## config.mk

```make
export PLATFORM = sky130hd
export DESIGN_NAME = rpn_controller
export DESIGN_NICKNAME = d
export VERILOG_FILES = /design/src/rtl/rpn_controller.sv
export SDC_FILE = /design/constraint.sdc
export NUM_CORES = 1
export LEC_CHECK = 0
export ABC_AREA = 1
export CAP_MARGIN = 20
export CELL_PAD_IN_SITES_DETAIL_PLACEMENT = 1
export CELL_PAD_IN_SITES_GLOBAL_PLACEMENT = 1
export CORE_UTILIZATION = 39
export CTS_CLUSTER_DIAMETER = 200
export DETAILED_ROUTE_END_ITERATION = 7
export GPL_TIMING_DRIVEN = 0
export PLACE_DENSITY = 0.87
export SKIP_CTS_REPAIR_TIMING = 1
export SLEW_MARGIN = 20
export SYNTH_ARGS = -nofsm -noshare
export SYNTH_HDL_FRONTEND = slang
export SYNTH_SLANG_ARGS = --single-unit
```

## constraint.sdc

```tcl
create_clock -name Clk -period 3.8 [get_ports Clk]
set_input_delay 0.76 -clock Clk [delete_from_list [all_inputs] [get_ports Clk]]
set_output_delay 0.76 -clock Clk [all_outputs]
set_load 0.03 [all_outputs]
```

## src/rtl/rpn_controller.sv

```systemverilog
// rpn_controller: reverse-Polish keystroke sequencer for the 8-entry 4-bit LIFO.
// Tracks stack occupancy itself and drives Push/Pop/Data_In from its state register.
module rpn_controller #(
    parameter int DEPTH = 8
) (
    input  logic       Clk,
    input  logic       RstN,
    input  logic       Key_Valid,
    input  logic       Key_Op,
    input  logic [3:0] Key_Data,
    input  logic [3:0] Stk_Data_Out,
    input  logic       Stk_Full,
    input  logic       Stk_NotEmpty,
    output logic [3:0] Stk_Data_In,
    output logic       Stk_Push,
    output logic       Stk_Pop,
    output logic       Busy,
    output logic [3:0] Result,
    output logic       Result_Valid,
    output logic       Error
);

    localparam int DW = $clog2(DEPTH + 1);
    localparam logic [DW-1:0] DMAX = DW'(DEPTH);
    localparam logic [DW-1:0] DTWO = DW'(2);
    localparam logic [DW-1:0] DONE = DW'(1);

    typedef enum logic [2:0] {
        IDLE,
        PUSH_NUM,
        POP_B,
        POP_A,
        CALC,
        PUSH_RES
    } state_t;

    state_t        state;
    state_t        state_nxt;
    logic [DW-1:0] depth;
    logic [3:0]    key_q;
    logic [3:0]    b_q;
    logic [3:0]    result_q;
    logic [3:0]    calc;
    logic          err_q;
    logic          accept_num;
    logic          accept_op;
    logic          reject;

    // Stack flags act as a second guard on top of the depth counter.
    always_comb begin
        accept_num = 1'b0;
        accept_op  = 1'b0;
        reject     = 1'b0;
        if (state == IDLE && Key_Valid) begin
            if (!Key_Op) begin
                accept_num = (depth < DMAX) && !Stk_Full;
            end else begin
                accept_op = (depth >= DTWO) && Stk_NotEmpty;
            end
            reject = !(accept_num || accept_op);
        end
    end

    always_comb begin
        unique case (key_q[1:0])
            2'b00:   calc = Stk_Data_Out + b_q;
            2'b01:   calc = Stk_Data_Out - b_q;
            2'b10:   calc = Stk_Data_Out & b_q;
            default: calc = Stk_Data_Out ^ b_q;
        endcase
    end

    always_comb begin
        state_nxt = state;
        unique case (state)
            IDLE: begin
                if (accept_num) begin
                    state_nxt = PUSH_NUM;
                end else if (accept_op) begin
                    state_nxt = POP_B;
                end
            end
            PUSH_NUM: state_nxt = IDLE;
            POP_B:    state_nxt = POP_A;
            POP_A:    state_nxt = CALC;
            CALC:     state_nxt = PUSH_RES;
            PUSH_RES: state_nxt = IDLE;
            default:  state_nxt = IDLE;
        endcase
    end

    always_ff @(posedge Clk or negedge RstN) begin
        if (!RstN) begin
            state    <= IDLE;
            depth    <= '0;
            key_q    <= '0;
            b_q      <= '0;
            result_q <= '0;
            err_q    <= 1'b0;
        end else begin
            state <= state_nxt;
            err_q <= reject;
            if (accept_num || accept_op) begin
                key_q <= Key_Data;
            end
            if (state == POP_A) begin
                b_q <= Stk_Data_Out;
            end
            if (state == CALC) begin
                result_q <= calc;
            end
            if (Stk_Push) begin
                depth <= depth + DONE;
            end else if (Stk_Pop) begin
                depth <= depth - DONE;
            end
        end
    end

    assign Stk_Push     = (state == PUSH_NUM) || (state == PUSH_RES);
    assign Stk_Pop      = (state == POP_B) || (state == POP_A);
    assign Busy         = (state != IDLE);
    assign Result_Valid = (state == PUSH_RES);
    assign Result       = result_q;
    assign Error        = err_q;
    assign Stk_Data_In  = (state == PUSH_NUM) ? key_q :
                          (state == PUSH_RES) ? result_q : 4'h0;

endmodule

```

==> results of run 1 <==
[through the flow]
step / setup WS (ns) / util (%)
floorplan: 1.284 / -
finish: 0.8323 / 52.56
CTS: 0.8274 / 52.56
global placement: 1.214 / 51.83
detailed placement: 1.166 / 51.83
global route: 0.7519 / 52.56
[routing by layer]
layer	up-vias	global-route usage, %
met2	34	42.05
met3	6	3.493
met4	0	5.102
met5	-	0
met1	604	23.72
li1	579	-
[where the power goes]
group,leakage [nW],internal (mW),switching [mW]
clock network,0.0138,0.0370,0.0674
logic,0.551,0.387,0.609
registers,0.240,0.320,0.0938
total,0.805,0.743,0.770
[cells in the mapped netlist, drive strengths merged]
master / number / area (µm²)
nand2: 36 / 137.6
inv: 28 / 105.1
dfrtp: 20 / 500.5
nand3: 15 / 87.59
nor2: 15 / 66.32
o21ai: 13 / 68.81
ha: 10 / 125.1
a21oi: 8 / 40.04
a31oi: 3 / 18.77
fa: 2 / 40.04
o22ai: 2 / 12.51
xnor2: 2 / 17.52
xor2: 2 / 17.52
a32oi: 1 / 8.760
buf: 1 / 7.510
mux2: 1 / 11.26
nand3b: 1 / 7.510
o211ai: 1 / 7.510
[cell type report]
cell class | count | area, µm²
repair buffers | 26 | 260.3
plain buffers | 1 | 7.507
fillers | 394 | 1460
inverters | 28 | 105.1
clock buffers | 3 | 22.52
flip-flops and latches | 20 | 500.5
multi-input cells | 112 | 666.9
well taps | 44 | 55.05
[registers in the layout, summed over array words and instances, names as in the netlist]
register and count:
Result 4, state 3, Error 1, depth 4, b_q 4, key_q 4
[kinds of logic after synthesis]
logic type	after synthesis	share of synthesized area, %
mux	1	0.8797
buf+inv	29	8.798
flops	20	39.10
fa+ha+maj	12	12.90
compound gates	28	12.22
simple gates	67	23.36
xor+xnor	4	2.738
[worst max-delay path by stage]
| stage | slack, ns | start | to | depth (start not counted) |
|---|---|---|---|---|
| 6_report | 0.83 | state[1] | Stk_Data_In[0] | 6 |
| 3_5_place_dp | 1.17 | state[1] | Stk_Data_In[0] | 6 |
| 4_1_cts | 0.83 | state[1] | Stk_Data_In[0] | 6 |
| 2_1_floorplan | 1.28 | state[1] | Stk_Data_In[0] | 5 |
| 3_3_place_gp | 1.21 | state[1] | Stk_Data_In[1] | 6 |
| 5_1_grt | 0.75 | state[1] | Stk_Data_In[0] | 6 |
[worst reg2reg max path, delay by kind of cell, from the launching register on]
kind,cells,cell delay (ns)
compound gates,2,0.44
fa+ha+maj,1,0.29
buf+inv,4,0.42
flops,1,0.39
simple gates,5,0.43
==> out/qor.yml, run 1 <==
floorplan:
  initial_utilization_pct: 41.59
  dieArea_um2: 3515
  core-area_um2: 3078
  placementRows: 20
  io_pins: 27
  die_x_um: 59.29
  die_y_um: 59.29
drt:
  wl_met3_um: 124
  drt-initial-drc-count: 26
  met2_length_um: 1877
  highest_layer: "met4"
  dr.pass1.iters: 4
  wl_per_cell_um: 14.40
  drcViolationCount: 0
  vias: 1223
  wirelength_um: 3369
  antenna_left: 0
  m1WireLength_um: 1333
  routed_via_density: 5.226
worst_setup_path:
  r2r_setup_slack_ns: 1.78
  critPathTopFamily: "buffers and inverters"
  crit_fanout: 6
  worstPathRequired_ns: 3.04
  start_kind: "register"
  arrival_ns: 2.21
  reg2regPathDepth: 12
  cp_slowest_stage_delay_ns: 0.70
  end_kind: "primary output"
  crit_path_top_delay_cell: "clkdlybuf4s50_1"
  critPathKind: "reg2out"
  crit_chain: "nor2_4 -> inv_2 -> nor2_2 -> inv_1 -> o22ai_1 -> clkdlybuf4s50_1"
  rr_endpoint: "Result[3]"
  crit_buf_inv: 3
  r2r_start: "key_q[1]"
layout:
  fin_nets: 218
  mostFrequentLayoutCell: "nand2_1"
  fin_cells: 234
  finish.instance_area_um2: 1618
  final_cell_mix: "35 x nand2_1, 26 x clkdlybuf4s50_1, 23 x inv_1"
  layout-drive-gt1-share_pct: 7.895
  n_antenna_cell: 0
  syn_to_final_growth_pct: 26.39
clock_tree:
  cts_buffers: 3
  htreeDepth: 1
  clock-sinks: 20
  cts-root-buf: "clkbuf_4"
  clock_latency_ns: 0.30
  cts_tree: "built"
  clk_pin_slew_ns: 0.12
  clockBufferDepth: 2
global_route:
  globalRouteTotalUtil_pct: 21.49
  grt_pass1_vias: 1297
  grt_overflow: 0
  grt_pass1_wl_um: 5616
  antenna_found_initial: 0
  grt_max_degree: 21
place:
  io_buffers: 26
  hpwl_um: 2763
  place_area_um2: 1595
  finalWeightedCongestion: 0.7882
  dp_cells: 231
power:
  p_leak_nw: 0.8046
  total_power_mw: 1.513
  ir_worst_vdd_uv: 335.4
  p_per_area_nw_per_um2: 935.2
sta:
  slew_viol_final: 0
  setup_viol: 0
  worst_slew_pin_slew_ns: 0.9667
  finClkSkew_ns: 0.005409
  fin_hold_ws_ns: 0.5109
  slew-limit-headroom_pct: 35.35
  setup_tns_ns: 0
  final_hold_viol_count: 0
  min_period_over_period_pct: 78.10
  period_needed_ns: 2.968
  max_freq_mhz: 337.0
  rsz0062_at_grt: "no"
logic_synthesis:
  seq_area_frac_synth_pct: 39.10
  synth-seq-cells: 20
  yosys_warnings: 0
  synth_cells: 161
  netlist_area_um2: 1280
  synth_nets: 187
  avgSynthCellArea_um2: 7.950
  ys_types: 25
min_path:
  whs_endpoint: "depth[0]"
  min_from: "depth[0]"
  hold_class: "reg2reg"
  whs_path_depth: 1
outcome:
  status: "finished clean"
run:
  max_cap_viol_count: 0
(Power assumes the default switching activity.)
==> run 2: changes to the inputs <==
--- a/config.mk
+++ b/config.mk
@@ -9,11 +9,11 @@
 export CAP_MARGIN = 20
 export CELL_PAD_IN_SITES_DETAIL_PLACEMENT = 1
 export CELL_PAD_IN_SITES_GLOBAL_PLACEMENT = 1
-export CORE_UTILIZATION = 39
+export CORE_UTILIZATION = 33
 export CTS_CLUSTER_DIAMETER = 200
 export DETAILED_ROUTE_END_ITERATION = 7
 export GPL_TIMING_DRIVEN = 0
-export PLACE_DENSITY = 0.87
+export PLACE_DENSITY = 0.79
 export SKIP_CTS_REPAIR_TIMING = 1
 export SLEW_MARGIN = 20
 export SYNTH_ARGS = -nofsm -noshare
==> constraint.sdc (replaced) <==
create_clock -name Clk -period 2.55 [get_ports Clk]
set_input_delay 0.51 -clock Clk [delete_from_list [all_inputs] [get_ports Clk]]
set_output_delay 0.51 -clock Clk [all_outputs]
set_load 0.03 [all_outputs]
==> run 2 against run 1 <==
Cell count increased by 1.7%. Sequential share of layout area shrank 0.68 points. Die area rose by 18%. First-iteration DRC count up 85%. Sequential cell count unchanged. Wire length shrank 0.83%. Global-route usage down 2.9 points. Non-clock buffer count unchanged. Clock skew decreased by 0.0035 ns. Critical path type unchanged. Largest cell class unchanged. Largest power group unchanged.
==> out/qor.yml, run 2 (synthesis results as in run 1) <==
outcome:
  status: "finished clean"
layout:
  final_cell_mix: "35 x nand2_1, 23 x inv_1, 21 x clkdlybuf4s50_1"
  multi_input_area_um2: 666.9
  n_antenna_cell: 0
  mostFrequentLayoutCell: "nand2_1"
  final.fill_count: 461
  layout-drive-gt1-share_pct: 7.895
  fin_nets: 218
  ff_latch_area_um2: 500.5
  syn_to_final_growth_pct: 29.23
floorplan:
  dieArea_um2: 4132
  die_y_um: 64.28
  io_pins: 27
  core-area_um2: 3689
  die_x_um: 64.28
  initial_utilization_pct: 34.70
  placementRows: 22
power:
  ir_worst_vdd_uv: 405.7
  p_leak_nw: 0.8985
  p_per_area_nw_per_um2: 1400
drt:
  wl_per_cell_um: 14.04
  dr.pass1.iters: 4
  routed_via_density: 4.828
  vias: 1149
  drt-initial-drc-count: 48
  wirelength_um: 3341
  drcViolationCount: 0
  antenna_left: 0
place:
  io_buffers: 26
  hpwl_um: 2692
  finalWeightedCongestion: 0.8062
  dp_slack_ns: 0.1334
global_route:
  grt_max_degree: 21
  grt_pass1_wl_um: 5858
  grt_pass1_vias: 1248
  globalRouteTotalUtil_pct: 18.60
  grt_overflow: 0
  antenna_found_initial: 0
worst_setup_path:
  r2r_setup_slack_ns: 0.51
  arrival_ns: 1.79
  critPathKind: "reg2out"
  crit_fanout: 6
  worstPathRequired_ns: 2.04
  end_kind: "primary output"
  reg2regPathDepth: 10
  start_kind: "register"
sta:
  worst_slew_pin_slew_ns: 0.9295
  slew_viol_final: 0
  fin_hold_ws_ns: 0.4924
  final_hold_viol_count: 0
  setup_viol: 0
  slew-limit-headroom_pct: 37.84
  period_needed_ns: 2.298
  rsz0062_at_grt: "no"
  max_freq_mhz: 435.1
  finClkSkew_ns: 0.001928
  min_period_over_period_pct: 90.12
  fin_ws_ns: 0.2519
  setup_tns_ns: 0
clock_tree:
  clockBufferDepth: 2
  htreeDepth: 1
  clock-sinks: 20
  clock_latency_ns: 0.26
  clk_pin_slew_ns: 0.07
  cts_tree: "built"
  cts-root-buf: "clkbuf_8"
  cts_buffers: 3
min_path:
  whs_path_depth: 2
  hold_class: "reg2reg"
run:
  max_cap_viol_count: 0
-- run 2: cell types whose count changed in the layout (fill, tap and decap cells not counted) --
cell             before  now
clkdlybuf4s50_1      26   21
clkbuf_4              3    0
dlymetal6s2s_1        0    5
clkbuf_8              0    3
-- run 2: final cells by class --
class	instances	share of cell area (%)
timing repair buffer	26	16.49
buffer	1	0.4539
inverter	28	6.354
tap	48	3.631
clock buffer	3	2.496
sequential	20	30.26
multi-input combinational	112	40.32
-- run 2: worst max-delay path, stage by stage (launching register included) --
cell and delay (ns):
dfrtp_1 0.45, nor2_4 0.24, inv_2 0.11, nor2_2 0.20
inv_1 0.08, o22ai_1 0.14, dlymetal6s2s_1 0.31
-- run 2: final timing paths --
path / start / end
max: state[1] / Stk_Data_In[1]
min: key_q[2] / key_q[2]
max reg2reg: key_q[1] / Result[2]
min reg2reg: key_q[2] / key_q[2]
max in group asynchronous: RstN / b_q[1]
min in group asynchronous: RstN / depth[1]
-- run 2: stage by stage --
stage	utilization (%)	total power, mW	std cells	cell area [µm²]
finish	44.84	2.316	238	1654
floorplan	-	1.619	161	1280
global route	44.84	2.546	238	1654
global placement	43.39	1.993	235	1600
detailed placement	43.39	2.125	235	1600
CTS	44.50	2.341	238	1642
-- run 2: routing by layer --
metal  vias to the layer above  global-route usage (%)  part of all wire, %
met4                         0                   6.944                  1.2
met2                        22                   34.08                   54
met5                         -                       0                    0
met1                       547                   21.94                   42
met3                         4                   2.143                  2.9
li1                        576                       -                    -
-- run 2: report_power, final --
group	switching, mW	total (mW)	leakage [nW]	internal (mW)
sequential	0.136	0.614	0.240	0.477
clock	0.106	0.211	0.0216	0.105
combinational	0.918	1.49	0.637	0.573
==> run 3: changes to the inputs <==
--- a/config.mk
+++ b/config.mk
@@ -14,6 +14,7 @@
 export DETAILED_ROUTE_END_ITERATION = 7
 export GPL_TIMING_DRIVEN = 0
 export PLACE_DENSITY = 0.79
+export RECOVER_POWER = 25
 export SKIP_CTS_REPAIR_TIMING = 1
 export SLEW_MARGIN = 20
 export SYNTH_ARGS = -nofsm -noshare
==> run 3 against run 2 <==
Non-clock buffer count is the same. Global-route usage is the same. Count of clock-buffer cells in the layout did not move. Critical path type unchanged.
==> out/qor.yml, run 3 (synthesis results as in run 1) <==
worst_setup_path:
  end_kind: "primary output"
  worstPathRequired_ns: 2.04
  crit_chain: "nor2_4 -> inv_2 -> nor2_2 -> inv_1 -> o22ai_1 -> dlymetal6s2s_1"
  arrival_ns: 1.79
  crit_buf_inv: 3
  critPathKind: "reg2out"
  start_kind: "register"
  cp_slowest_stage_delay_ns: 0.45
  crit_fanout: 6
  crit_path_top_delay_cell: "dfrtp_1"
  critPathTopFamily: "buffers and inverters"
layout:
  final_cell_mix: "35 x nand2_1, 24 x inv_1, 20 x dfrtp_1"
  mostFrequentLayoutCell: "nand2_1"
  layout-drive-gt1-share_pct: 6.842
  syn_to_final_growth_pct: 28.25
  fin_nets: 218
  finish.instance_area_um2: 1642
  final.fill_count: 462
  utilization_pct: 44.50
  n_antenna_cell: 0
clock_tree:
  clock_latency_ns: 0.26
  htreeDepth: 1
  clock-sinks: 20
  clk_pin_slew_ns: 0.07
  clockBufferDepth: 2
  cts_buffers: 3
  cts_tree: "built"
  cts-root-buf: "clkbuf_8"
drt:
  dr.pass1.iters: 4
  vias: 1148
  routed_via_density: 4.824
  drt-initial-drc-count: 44
  wirelength_um: 3336
  antenna_left: 0
  wl_per_cell_um: 14.02
  drcViolationCount: 0
power:
  p_sw_mw: 1.150
  p_leak_nw: 0.8981
  seq_power_share_pct: 26.6
  p_per_area_nw_per_um2: 1402
  intPower_mw: 1.151
  total_power_mw: 2.302
  p_clk_share_pct: 9.2
  p_comb_share_pct: 64.2
  sw_frac_of_total_pct: 49.97
  ir_worst_vdd_uv: 405.1
sta:
  min_period_over_period_pct: 90.09
  worst_slew_pin_slew_ns: 0.9391
  slew-limit-headroom_pct: 37.19
  max_freq_mhz: 435.3
  setup_viol: 0
  finClkSkew_ns: 0.001566
  rsz0062_at_grt: "no"
  final_hold_viol_count: 0
  slew_viol_final: 0
  period_needed_ns: 2.297
  setup_tns_ns: 0
floorplan:
  io_pins: 27
  die_y_um: 64.28
  dieArea_um2: 4132
  core-area_um2: 3689
  die_x_um: 64.28
  placementRows: 22
  initial_utilization_pct: 34.70
place:
  place_area_um2: 1600
  hpwl_um: 2692
  finalWeightedCongestion: 0.8062
  io_buffers: 26
global_route:
  grt_max_degree: 21
  globalRouteTotalUtil_pct: 18.60
  grt_pass1_wl_um: 5858
  grt_pass1_vias: 1248
  antenna_found_initial: 0
  grt_overflow: 0
outcome:
  status: "finished clean"
min_path:
  hold_class: "reg2reg"
run:
  max_cap_viol_count: 0
[run 3: cell types whose count changed in the layout (fill, tap and decap cells not counted), sizes merged]
cell           change
clkdlybuf4s50      -2
dlygate4sd3        +2
[run 3: path summary, 6_finish.rpt]
check	from	endpoint	slack, ns	cells after the start
worst max-delay path	state[1]	Stk_Data_In[1]	0.25	6
worst min-delay path	key_q[2]	key_q[2]	0.49	2
worst max register to register	key_q[1]	Result[2]	0.51	10
worst min register to register	key_q[2]	key_q[2]	0.49	2
max in group asynchronous	RstN	b_q[1]	1.14	1
min in group asynchronous	RstN	depth[1]	0.84	1
[run 3: worst min-delay path, cell delays in order, from the launching register on]
cell and delay (ns):
dfrtp_1 0.35, nand2_1 0.05, o21ai_0 0.06
[run 3: metal layers]
metal	GRT usage, %	share of wire [%]	wire length [µm]	vias to the layer above
met3	2.143	3.0	101	4
met5	0	0	0	-
met4	6.944	1.2	41	0
li1	-	-	-	576
met2	34.08	54	1799	22
met1	21.94	42	1393	546
[run 3: final cells by class]
cell class | instances | area [µm²] | area share [%]
multi-input combinational | 112 | 654.4 | 39.86
sequential | 20 | 500.5 | 30.49
timing repair buffer | 26 | 272.8 | 16.62
inverter | 28 | 105.1 | 6.402
tap | 48 | 60.06 | 3.659
clock buffer | 3 | 41.29 | 2.515
buffer | 1 | 7.507 | 0.4573
[run 3: power by group through the flow]
| stage | clock (mW) | combinational (mW) | sequential, mW |
|---|---|---|---|
| finish | 0.211 | 1.48 | 0.613 |
| floorplan | 0 | 0.961 | 0.658 |
| global placement | 0 | 1.39 | 0.607 |
| global route | 0.225 | 1.67 | 0.632 |
| detailed placement | 0 | 1.51 | 0.618 |
| CTS | 0.212 | 1.52 | 0.613 |
[run 3: stage by stage]
step,worst slack (ns),hold WS [ns],cells
CTS,-0.1529,0.4995,238
global route,0.1392,0.5318,238
global placement,0.1951,0.4809,235
detailed placement,0.1334,0.4815,235
floorplan,0.2842,0.2144,161
finish,0.2527,0.4928,238
